$ cat config.mk
export PLATFORM = sky130hd
export DESIGN_NAME = fetch_pc_unit
export DESIGN_NICKNAME = d
export VERILOG_FILES = /design/src/rtl/fetch_pc_unit.sv
export SDC_FILE = /design/constraint.sdc
export NUM_CORES = 1
export LEC_CHECK = 0
export ABC_CLOCK_PERIOD_IN_PS = 5600
export CORE_AREA = 8 8 94 130
export DETAILED_ROUTE_END_ITERATION = 7
export DIE_AREA = 0 0 102 138
export PLACE_DENSITY = 0.84
export SYNTH_ARGS = -nofsm -noshare
export SYNTH_HDL_FRONTEND = slang
export SYNTH_SLANG_ARGS = --single-unit
$ cat constraint.sdc
create_clock -name clk -period 5.6 [get_ports clk]
set_input_delay 1.12 -clock clk [delete_from_list [all_inputs] [get_ports clk]]
set_output_delay 1.12 -clock clk [all_outputs]
set_load 0.05 [all_outputs]
$ cat src/rtl/fetch_pc_unit.sv
// Instruction-fetch front end: program counter, instruction-memory address and IF/ID register.
// Optional macro DELAY_SLOT_EN keeps the MIPS branch delay slot instead of flushing it on redirect.
module fetch_pc_unit #(
  parameter logic [31:0] RESET_PC  = 32'h00400000,
  parameter logic [31:0] TEXT_BASE = 32'h00400000,
  parameter logic [31:0] TEXT_LAST = 32'h00404000
) (
  input  logic        clk,
  input  logic        reset,
  input  logic        stall_if,
  input  logic        redirect,
  input  logic [31:0] redirect_target,
  output logic [31:0] imem_addr,
  input  logic [31:0] imem_data,
  output logic [31:0] if_id_instr,
  output logic [31:0] if_id_pc,
  output logic [31:0] if_id_pc_plus4,
  output logic        if_id_valid,
  output logic        fetch_fault
);

  typedef enum logic {
    RUNNING = 1'b0,
    FAULTED = 1'b1
  } fetchState_e;

  typedef struct packed {
    logic [31:0] instr;
    logic [31:0] pc;
    logic [31:0] pcPlus4;
    logic        valid;
  } ifId_t;

  localparam ifId_t IF_ID_BUBBLE = '0;

  fetchState_e state, stateNext;
  logic [31:0] pc, pcNext;
  logic [31:0] pcPlus4;
  logic        pcLegal;
  ifId_t       ifId, ifIdNext;
  ifId_t       fetchEntry;

  assign pcPlus4 = pc + 32'd4;
  assign pcLegal = (pc[1:0] == 2'b00) && (pc >= TEXT_BASE) && (pc <= TEXT_LAST);

  assign fetchEntry = '{instr: imem_data, pc: pc, pcPlus4: pcPlus4, valid: 1'b1};

  // NOTE: state registers use non-blocking assignments so every flop samples pre-edge values.
  always_ff @(posedge clk) begin
    if (reset) begin
      state <= RUNNING;
      pc    <= RESET_PC;
      ifId  <= IF_ID_BUBBLE;
    end else begin
      state <= stateNext;
      pc    <= pcNext;
      ifId  <= ifIdNext;
    end
  end

  // NOTE: every output of this block gets a default first, so no path can infer a latch.
  always_comb begin
    stateNext = state;
    pcNext    = pc;
    ifIdNext  = ifId;

    unique case (state)
      FAULTED: begin
        ifIdNext = IF_ID_BUBBLE;
      end
      RUNNING: begin
        if (stall_if) begin
          ifIdNext = ifId;
        end else if (!pcLegal) begin
          // The word at an illegal PC is discarded and fetch freezes until reset.
          stateNext = FAULTED;
          ifIdNext  = IF_ID_BUBBLE;
        end else if (redirect) begin
          pcNext = redirect_target;
`ifdef DELAY_SLOT_EN
          ifIdNext = fetchEntry;
`else
          ifIdNext = IF_ID_BUBBLE;
`endif
        end else begin
          pcNext   = pcPlus4;
          ifIdNext = fetchEntry;
        end
      end
      default: begin
        stateNext = FAULTED;
        ifIdNext  = IF_ID_BUBBLE;
      end
    endcase
  end

  assign imem_addr      = pc;
  assign if_id_instr    = ifId.instr;
  assign if_id_pc       = ifId.pc;
  assign if_id_pc_plus4 = ifId.pcPlus4;
  assign if_id_valid    = ifId.valid;
  assign fetch_fault    = (state == FAULTED);

endmodule

==> run summary, run 1 <==
Seq. cell area: 2560 µm²
vias: 3893
Iteration-0 DRC Markers: 251
CTS resizes: 0
Avg Vias per Cell: 5.19
DRC viols: 0
fill count: 776
predominant post-synthesis flop cell: dfxtp_1
Inserted Clock Buffers: 17
Synth Area per Inst: 10.7 µm²
routed wire length: 13700 µm
GPL Wtd Cong: 0.799
Seq cells post-synth: 128
status: finished, final reports clean
commonest non-fill, non-tap cells in the layout: clkdlybuf4s50_1 (197), dfxtp_1 (128), a22o_1 (66), and3_1 (35), nand2_1 (33)
CP Capture Type: flip-flop
final hold violation count: 0
Startpoint Class: input pin
Max Fanout on Critical Path: 58
P&R area growth vs syn: 55.8%
critical path's largest stage delay: 0.96 ns
clock-pin slew on the worst setup and hold paths: 0.06 ns
Fmax: 291 MHz
Clock Latency Late Sink: 0.40 ns
number of H-tree levels: 4
Finished Layout Cells: 750
I/O Pins: 198
grt ovf: 0
Hold Buf Count CTS: 0
n_diodes: 0
Slowest-stage cell, CP: and2_2
CTS tree: done
Sink Count: 128
Multi-input gate area: 1730 µm²
WL per Instance: 18.2 µm
initial antenna violation count: 0
nets: 669
EDFF count, synth: 0
drt pass-1 iters: 4
relative slew slack: 27.6%
DIE AREA: 14100 µm²
Mapped Nets: 491
fin crit share: 61.4%
All-Layer GR Usage: 18.9%
initial core utilization: 44.2%
Cell Area, Synth: 4520 µm²
Final ANT Viol Nets: 0
Clock Skews: 0.00936 ns
vias in the first global route: 4077
Chip Width: 102 µm
data required time of the worst path: 5.93 ns
root buffer cell: clkbuf_16
min Tclk post-route: 3.44 ns
port bufs: 197
Clock Tree Buf Depth: 2
max-cap viol count: 0
Synth cell types: 42
total of warnings raised by yosys: 0
Core Footprint: 10200 µm²
CP Cell Sequence: clkdlybuf4s50_1 -> clkinv_1 -> buf_4 -> and2_2 -> a22o_1
Cell Pwr Density: 485 nW/µm²
Max Transition Viols Final: 0
RSZ-0062 raised after global routing: false
share of layout cells above drive strength 1: 8.66%
arrival time worst endpoint: 3.77 ns
setup_tns: 0 ns
die span in y: 138 µm
first-pass GRT wire length: 21200 µm
detailed placement HPWL: 9890 µm
worst-margin pin slew: 1.09 ns
endpoints failing setup: 0
Seq/Total Area, Yosys: 56.6%
Gate Count Post-Synth: 421
largest net degree at the start of global routing: 59
site row count: 44
Async SR Flop Fraction: 0%
CP Class: input pin to flip-flop
placed cell count: 718
Worst VDD drop: 0.351 mV
post-CTS setup buffers: 0
leading cell type in the layout, fill and taps excluded: clkdlybuf4s50_1
HP Class: flip-flop to flip-flop
leakage: 2.73 nW
routing by layer:
metal	routed length [µm]	track usage (%)	vias up
li1	-	-	1882
met4	103	5.28	0
met1	5400	20.4	1830
met3	1640	10.9	12
met2	6510	30.5	169
met5	0	0	-
layout make-up:
class,count,area share [%]
multi-input cells,245,24.6
well taps,138,2.45
clock inverters,12,1.58
clock buffers,20,6.34
flip-flops and latches,128,36.4
repair buffers,201,28.4
inverters,6,0.320
critical path: cells and delay by family:
kind,cells,cell delay (ns)
AND/OR/NAND/NOR,1,0.96
buffers and inverters,3,1.39
AO/OA/AOI/OAI,1,0.28
power breakdown:
part           switching (mW)  internal, mW  total (mW)
clock network           0.397         0.624        1.02
logic                   0.777         0.435        1.21
registers               0.149          1.04        1.18
total                    1.32          2.09        3.42
registers in the layout, indices dropped and copies added, names as in the netlist:
name,count
imem_addr,32
fetch_fault,1
if_id_pc,32
if_id_instr,32
if_id_pc_plus4,30
if_id_valid,1
cells by family after synthesis:
logic type                 share of synthesized area [%]
adders and majority gates                          0.553
DFF                                                 56.6
xor gates and xnor gates                            2.13
and+or+nand+nor                                     15.7
buffers and inverters                               5.31
AOI/OAI and AO/OA                                   19.1
muxes                                              0.664
per-stage QoR:
step	hold slack, ns	total power [mW]	setup WS [ns]	area [µm²]	util [%]
final	0.450	3.42	2.16	7050	68.8
after floorplan	0.665	2.03	3.19	4520	-
after global placement	0.441	2.39	1.85	6490	63.4
after CTS	0.454	3.45	2.15	7050	68.8
after detailed placement	0.441	2.42	1.75	6490	63.4
after global routing	0.485	3.57	1.96	7050	68.8
cells in the mapped netlist (2+ instances only):
library cell,instances,area (µm²)
xnor2_1,7,61.3
buf_6,4,45.0
inv_1,5,18.8
a22o_1,66,578
buf_2,5,25.0
nor3_1,4,20.0
nor2_1,12,45.0
ha_1,2,25.0
nor4b_4,2,47.6
nor4_4,2,42.5
a21oi_1,14,70.1
a211oi_1,2,15.0
o211ai_1,3,22.5
dfxtp_1,128,2560
and3_1,35,219
nor2b_1,2,12.5
nand2b_1,5,31.3
clkbuf_1,26,97.6
nand2_1,33,124
nand3_1,7,35.0
xor2_1,4,35.0
o21ai_0,8,40.0
or3_1,2,12.5
o21ai_2,9,78.8
or4_1,2,15.0
mux2i_1,3,30.0
nor4_1,5,31.3
buf_4,6,45.0
nand4_1,3,18.8
o41ai_1,3,26.3
final timing paths:
path                                         from           endpoint  slack, ns  depth (start not counted)
worst max-delay path                        reset    if_id_instr[20]       2.16                          5
worst min-delay path            if_id_pc_plus4[6]  if_id_pc_plus4[6]       0.45                          2
worst max register to register       imem_addr[2]    if_id_instr[20]       2.62                          8
worst min register to register  if_id_pc_plus4[6]  if_id_pc_plus4[6]       0.45                          2
No activity file was read; power rests on OpenSTA's default activity.
==> run 2: changes to the inputs <==
==> config.mk (replaced) <==
export PLATFORM = sky130hd
export DESIGN_NAME = fetch_pc_unit
export DESIGN_NICKNAME = d
export VERILOG_FILES = /design/src/rtl/fetch_pc_unit.sv
export SDC_FILE = /design/constraint.sdc
export NUM_CORES = 1
export LEC_CHECK = 0
export ABC_CLOCK_PERIOD_IN_PS = 3350
export CORE_AREA = 8 8 97 134
export DETAILED_ROUTE_END_ITERATION = 7
export DIE_AREA = 0 0 105 142
export PLACE_DENSITY = 0.79
export SYNTH_ARGS = -nofsm -noshare
export SYNTH_HDL_FRONTEND = slang
export SYNTH_SLANG_ARGS = --single-unit
==> constraint.sdc (replaced) <==
create_clock -name clk -period 3.35 [get_ports clk]
set_input_delay 0.67 -clock clk [delete_from_list [all_inputs] [get_ports clk]]
set_output_delay 0.67 -clock clk [all_outputs]
set_load 0.05 [all_outputs]
==> run 2 against run 1 <==
  * Total power is 67% higher
  * Register-to-register slack got worse by 1.9 ns
  * Sequential cell count is the same
  * Global-route usage fell by 0.46 points
  * Critical endpoint is now if_id_instr[7]
  * Largest cell class unchanged
==> run summary, run 2 (synthesized netlist as in run 1, its figures left out) <==
status: finished, final reports clean
Chip Width: 105 µm
max-cap viol count: 0
nets: 673
HP Class: flip-flop to flip-flop
data required time of the worst path: 3.70 ns
vias in the first global route: 4150
Fmax: 375 MHz
hold endpoint: if_id_pc[22]
DIE AREA: 14900 µm²
arrival time worst endpoint: 3.01 ns
largest net degree at the start of global routing: 55
Finished Layout Cells: 760
relative slew slack: 55.1%
n_diodes: 0
root buffer cell: clkbuf_16
site row count: 46
share of layout cells above drive strength 1: 9.42%
number of H-tree levels: 4
clock-pin slew on the worst setup and hold paths: 0.06 ns
P&R area growth vs syn: 56.2%
setup_tns: 0 ns
Max Fanout on Critical Path: 46
GPL Wtd Cong: 0.831
Iteration-0 DRC Markers: 215
I/O Pins: 198
endpoints failing setup: 0
routed wire length: 14000 µm
post-CTS setup buffers: 0
Avg Vias per Cell: 5.21
initial core utilization: 40.9%
initial antenna violation count: 0
Worst VDD drop: 0.482 mV
min Tclk post-route: 2.67 ns
RSZ-0062 raised after global routing: false
min-delay src: if_id_pc[22]
detailed placement HPWL: 10300 µm
Startpoint Class: flip-flop
All-Layer GR Usage: 18.4%
commonest non-fill, non-tap cells in the layout: clkdlybuf4s50_1 (197), dfxtp_1 (128), a22o_1 (66), and3_1 (35), nand2_1 (33)
Clock Tree Buf Depth: 2
vias: 3959
die span in y: 142 µm
Cell Pwr Density: 807 nW/µm²
R2R setup slack: 0.68 ns
DRC viols: 0
final hold violation count: 0
placed cell count: 728
Sink Count: 128
CTS tree: done
Multi-input gate area: 1730 µm²
Seq. cell area: 2560 µm²
worst-margin pin slew: 0.672 ns
Hold Buf Count CTS: 0
drt pass-1 iters: 6
Finished Cell Area: 7070 µm²
Core Footprint: 11100 µm²
depth of the worst hold-timing path: 2
leakage: 2.73 nW
fin crit share: 79.6%
Reg2Reg Depth: 8
Clock Latency Late Sink: 0.41 ns
CTS resizes: 0
Clock Skews: 0.00806 ns
first-pass GRT wire length: 21800 µm
leading cell type in the layout, fill and taps excluded: clkdlybuf4s50_1
WL per Instance: 18.4 µm
crit path launch: imem_addr[2]
Crit Reg-Reg Startpoint: imem_addr[2]
CP Class: flip-flop to flip-flop
grt ovf: 0
port bufs: 197
Final ANT Viol Nets: 0
Max Transition Viols Final: 0
Inserted Clock Buffers: 17
placed cell area: 6530 µm²
Fin Hold WS: 0.455 ns
r2r endpoint: if_id_instr[7]
fill count: 893
CP Capture Type: flip-flop
[run 2: worst max-delay path by stage]
stage	end	slack, ns
after floorplan	if_id_pc_plus4[6]	0.94
after global placement	if_id_instr[31]	0.75
after detailed placement	if_id_instr[26]	0.67
after CTS	if_id_instr[7]	0.71
after global routing	if_id_instr[7]	0.56
final	if_id_instr[7]	0.68
[run 2: where the power goes]
group          switching (mW)  internal, mW  leakage [nW]  total [mW]
Sequential              0.243          1.73          1.03        1.97
Clock                   0.706         0.954         0.250        1.66
Combinational            1.33         0.745          1.45        2.07
[run 2: critical path, stage by stage (launching register included)]
cell     delay (ns)
dfxtp_1        0.42
inv_1          0.14
ha_1           0.16
nor4b_4        0.22
a31oi_2        0.21
nor4_4         0.51
nor3b_2        0.24
buf_4          0.46
a22o_1         0.22
[run 2: per-stage QoR]
| stage | total power, mW | setup WS, ns | util (%) |
|---|---|---|---|
| after CTS | 5.75 | 0.710 | 63.9 |
| after floorplan | 3.39 | 0.938 | - |
| after global routing | 5.95 | 0.563 | 63.9 |
| after global placement | 4.03 | 0.749 | 59.1 |
| after detailed placement | 4.07 | 0.669 | 59.1 |
| final | 5.71 | 0.684 | 63.9 |
[run 2: metal layers]
metal  vias up  global-route usage [%]  part of all wire [%]
li1       1888                       -                     -
met1      1868                    19.6                    40
met2       183                    30.1                    48
met3        20                    9.97                    11
met4         0                    7.16                   1.9
met5         -                       0                     0
[run 2: layout make-up]
class                           instances  area share [%]
Clock inverter                         14            1.54
Timing Repair Buffer                  205            28.8
Sequential cell                       128            36.3
Multi-Input combinational cell        245            24.5
Tap cell                              144            2.55
Inverter                                6           0.319
Clock buffer                           18            6.07
==> run 3: changes to the inputs <==
--- a/config.mk
+++ b/config.mk
@@ -5,7 +5,7 @@
 export SDC_FILE = /design/constraint.sdc
 export NUM_CORES = 1
 export LEC_CHECK = 0
-export ABC_CLOCK_PERIOD_IN_PS = 3350
+export ABC_CLOCK_PERIOD_IN_PS = 2700
 export CORE_AREA = 8 8 97 134
 export DETAILED_ROUTE_END_ITERATION = 7
 export DIE_AREA = 0 0 105 142
==> constraint.sdc (replaced) <==
create_clock -name clk -period 2.7 [get_ports clk]
set_input_delay 0.54 -clock clk [delete_from_list [all_inputs] [get_ports clk]]
set_output_delay 0.54 -clock clk [all_outputs]
set_load 0.05 [all_outputs]
==> run 3 against run 2 <==
  * Register-to-register slack worse by 0.35 ns
  * Combinational power grew 30%
  * Clock-buffer cell count is the same
  * Die area is the same
  * Sequential cell count unchanged
  * Worst hold slack worse by 0.0031 ns
  * Critical path type is now flip-flop to output port
  * Highest routed layer unchanged
==> run summary, run 3 (synthesized netlist as in run 1, its figures left out) <==
status: finished, final reports clean
WL per Instance: 18.2 µm
DRC viols: 0
vias: 3950
routed wl met3: 1530 µm
detailed placement HPWL: 10300 µm
GPL Wtd Cong: 0.864
Core Footprint: 11100 µm²
Avg Vias per Cell: 5.13
Final ANT Viol Nets: 0
Startpoint Class: flip-flop
Slowest-stage cell, CP: clkdlybuf4s50_1
Fin Hold WS: 0.452 ns
Clock Skews: 0.00765 ns
Worst VDD drop: 0.719 mV
worst-margin pin slew: 0.669 ns
endpoints failing setup: 0
Clock Tree Buf Depth: 2
post-layout worst setup margin: 0.285 ns
Finished Layout Cells: 770
largest net degree at the start of global routing: 59
DR top layer: met4
Inserted Clock Buffers: 17
routed wire length: 14000 µm
Hold Buf Count CTS: 0
I/O Pins: 198
n_diodes: 0
leading cell type in the layout, fill and taps excluded: clkdlybuf4s50_1
fin crit share: 89.5%
setup_tns: 0 ns
All-Layer GR Usage: 18.6%
Chip Width: 105 µm
fill count: 865
critical path's largest stage delay: 0.90 ns
placed cell count: 738
CP Capture Type: output port
Fmax: 414 MHz
HP Class: flip-flop to flip-flop
Routed met2 length: 6780 µm
site row count: 46
commonest non-fill, non-tap cells in the layout: clkdlybuf4s50_1 (197), dfxtp_1 (128), a22o_1 (66), and3_1 (35), nand2_1 (33)
met1 wire length: 5400 µm
final hold violation count: 0
Multi-input gate area: 1730 µm²
DIE AREA: 14900 µm²
first-pass GRT wire length: 22100 µm
initial antenna violation count: 0
Sink Count: 128
CTS tree: done
CTS resizes: 0
vias in the first global route: 4121
max-cap viol count: 0
Worst Path Buf+Inv: 1
clock-pin slew on the worst setup and hold paths: 0.06 ns
nets: 683
grt ovf: 0
Cell Pwr Density: 1030 nW/µm²
CP Class: flip-flop to output port
Seq. cell area: 2560 µm²
number of H-tree levels: 4
P&R area growth vs syn: 60.0%
Max Fanout on Critical Path: 8
family with the most delay on the worst path: buffers and inverters
die span in y: 142 µm
port bufs: 197
Clock Latency Late Sink: 0.41 ns
leakage: 2.84 nW
Max Transition Viols Final: 0
root buffer cell: clkbuf_16
initial core utilization: 40.9%
RSZ-0062 raised after global routing: false
drt pass-1 iters: 4
min Tclk post-route: 2.42 ns
data required time of the worst path: 2.16 ns
relative slew slack: 55.2%
CP Cell Sequence: clkdlybuf4s50_1
arrival time worst endpoint: 1.88 ns
post-CTS setup buffers: 0
worst slack, placed: 0.255 ns
share of layout cells above drive strength 1: 11.0%
Iteration-0 DRC Markers: 182
## run 3: area by class of cell
cell class	count	share of cell area [%]
Sequential cell	128	35.4
Timing Repair Buffer	215	29.5
Multi-Input combinational cell	245	23.9
Clock buffer	18	6.07
Tap cell	144	2.49
Clock inverter	14	2.35
Inverter	6	0.311
## run 3: metal layers
layer / track usage, % / up-vias
li1: - / 1898
met1: 19.2 / 1854
met2: 30.3 / 170
met3: 10.4 / 28
met4: 8.52 / 0
met5: 0 / -
## run 3: metrics by stage
step	power (mW)	area, µm²	util (%)
floorplan	4.21	4520	-
global placement	5.08	6630	60.0
detailed placement	5.13	6630	60.0
CTS	7.48	7240	65.5
global route	7.73	7240	65.5
finish	7.42	7240	65.5
## run 3: worst paths after layout
check / startpoint / end / slack (ns) / cells after the start
hold / removal: if_id_pc[14] / if_id_pc[14] / 0.45 / 2
setup / recovery: imem_addr[9] / imem_addr[9] / 0.28 / 1
hold reg to reg: if_id_pc[14] / if_id_pc[14] / 0.45 / 2
setup reg to reg: imem_addr[3] / if_id_pc_plus4[4] / 0.33 / 7
## run 3: power breakdown
group	leakage, nW	switching (mW)	internal [mW]
Combinational	1.51	1.70	1.00
Sequential	1.03	0.239	2.15
Clock	0.294	0.914	1.42
## run 3: worst register-to-register path: stages, from the launching register on
cell and delay, ns:
dfxtp_1 0.36, inv_1 0.11, ha_1 0.16, nor4b_4 0.19
a31oi_2 0.19, or4_4 0.64, or3_4 0.47, o21ai_0 0.18
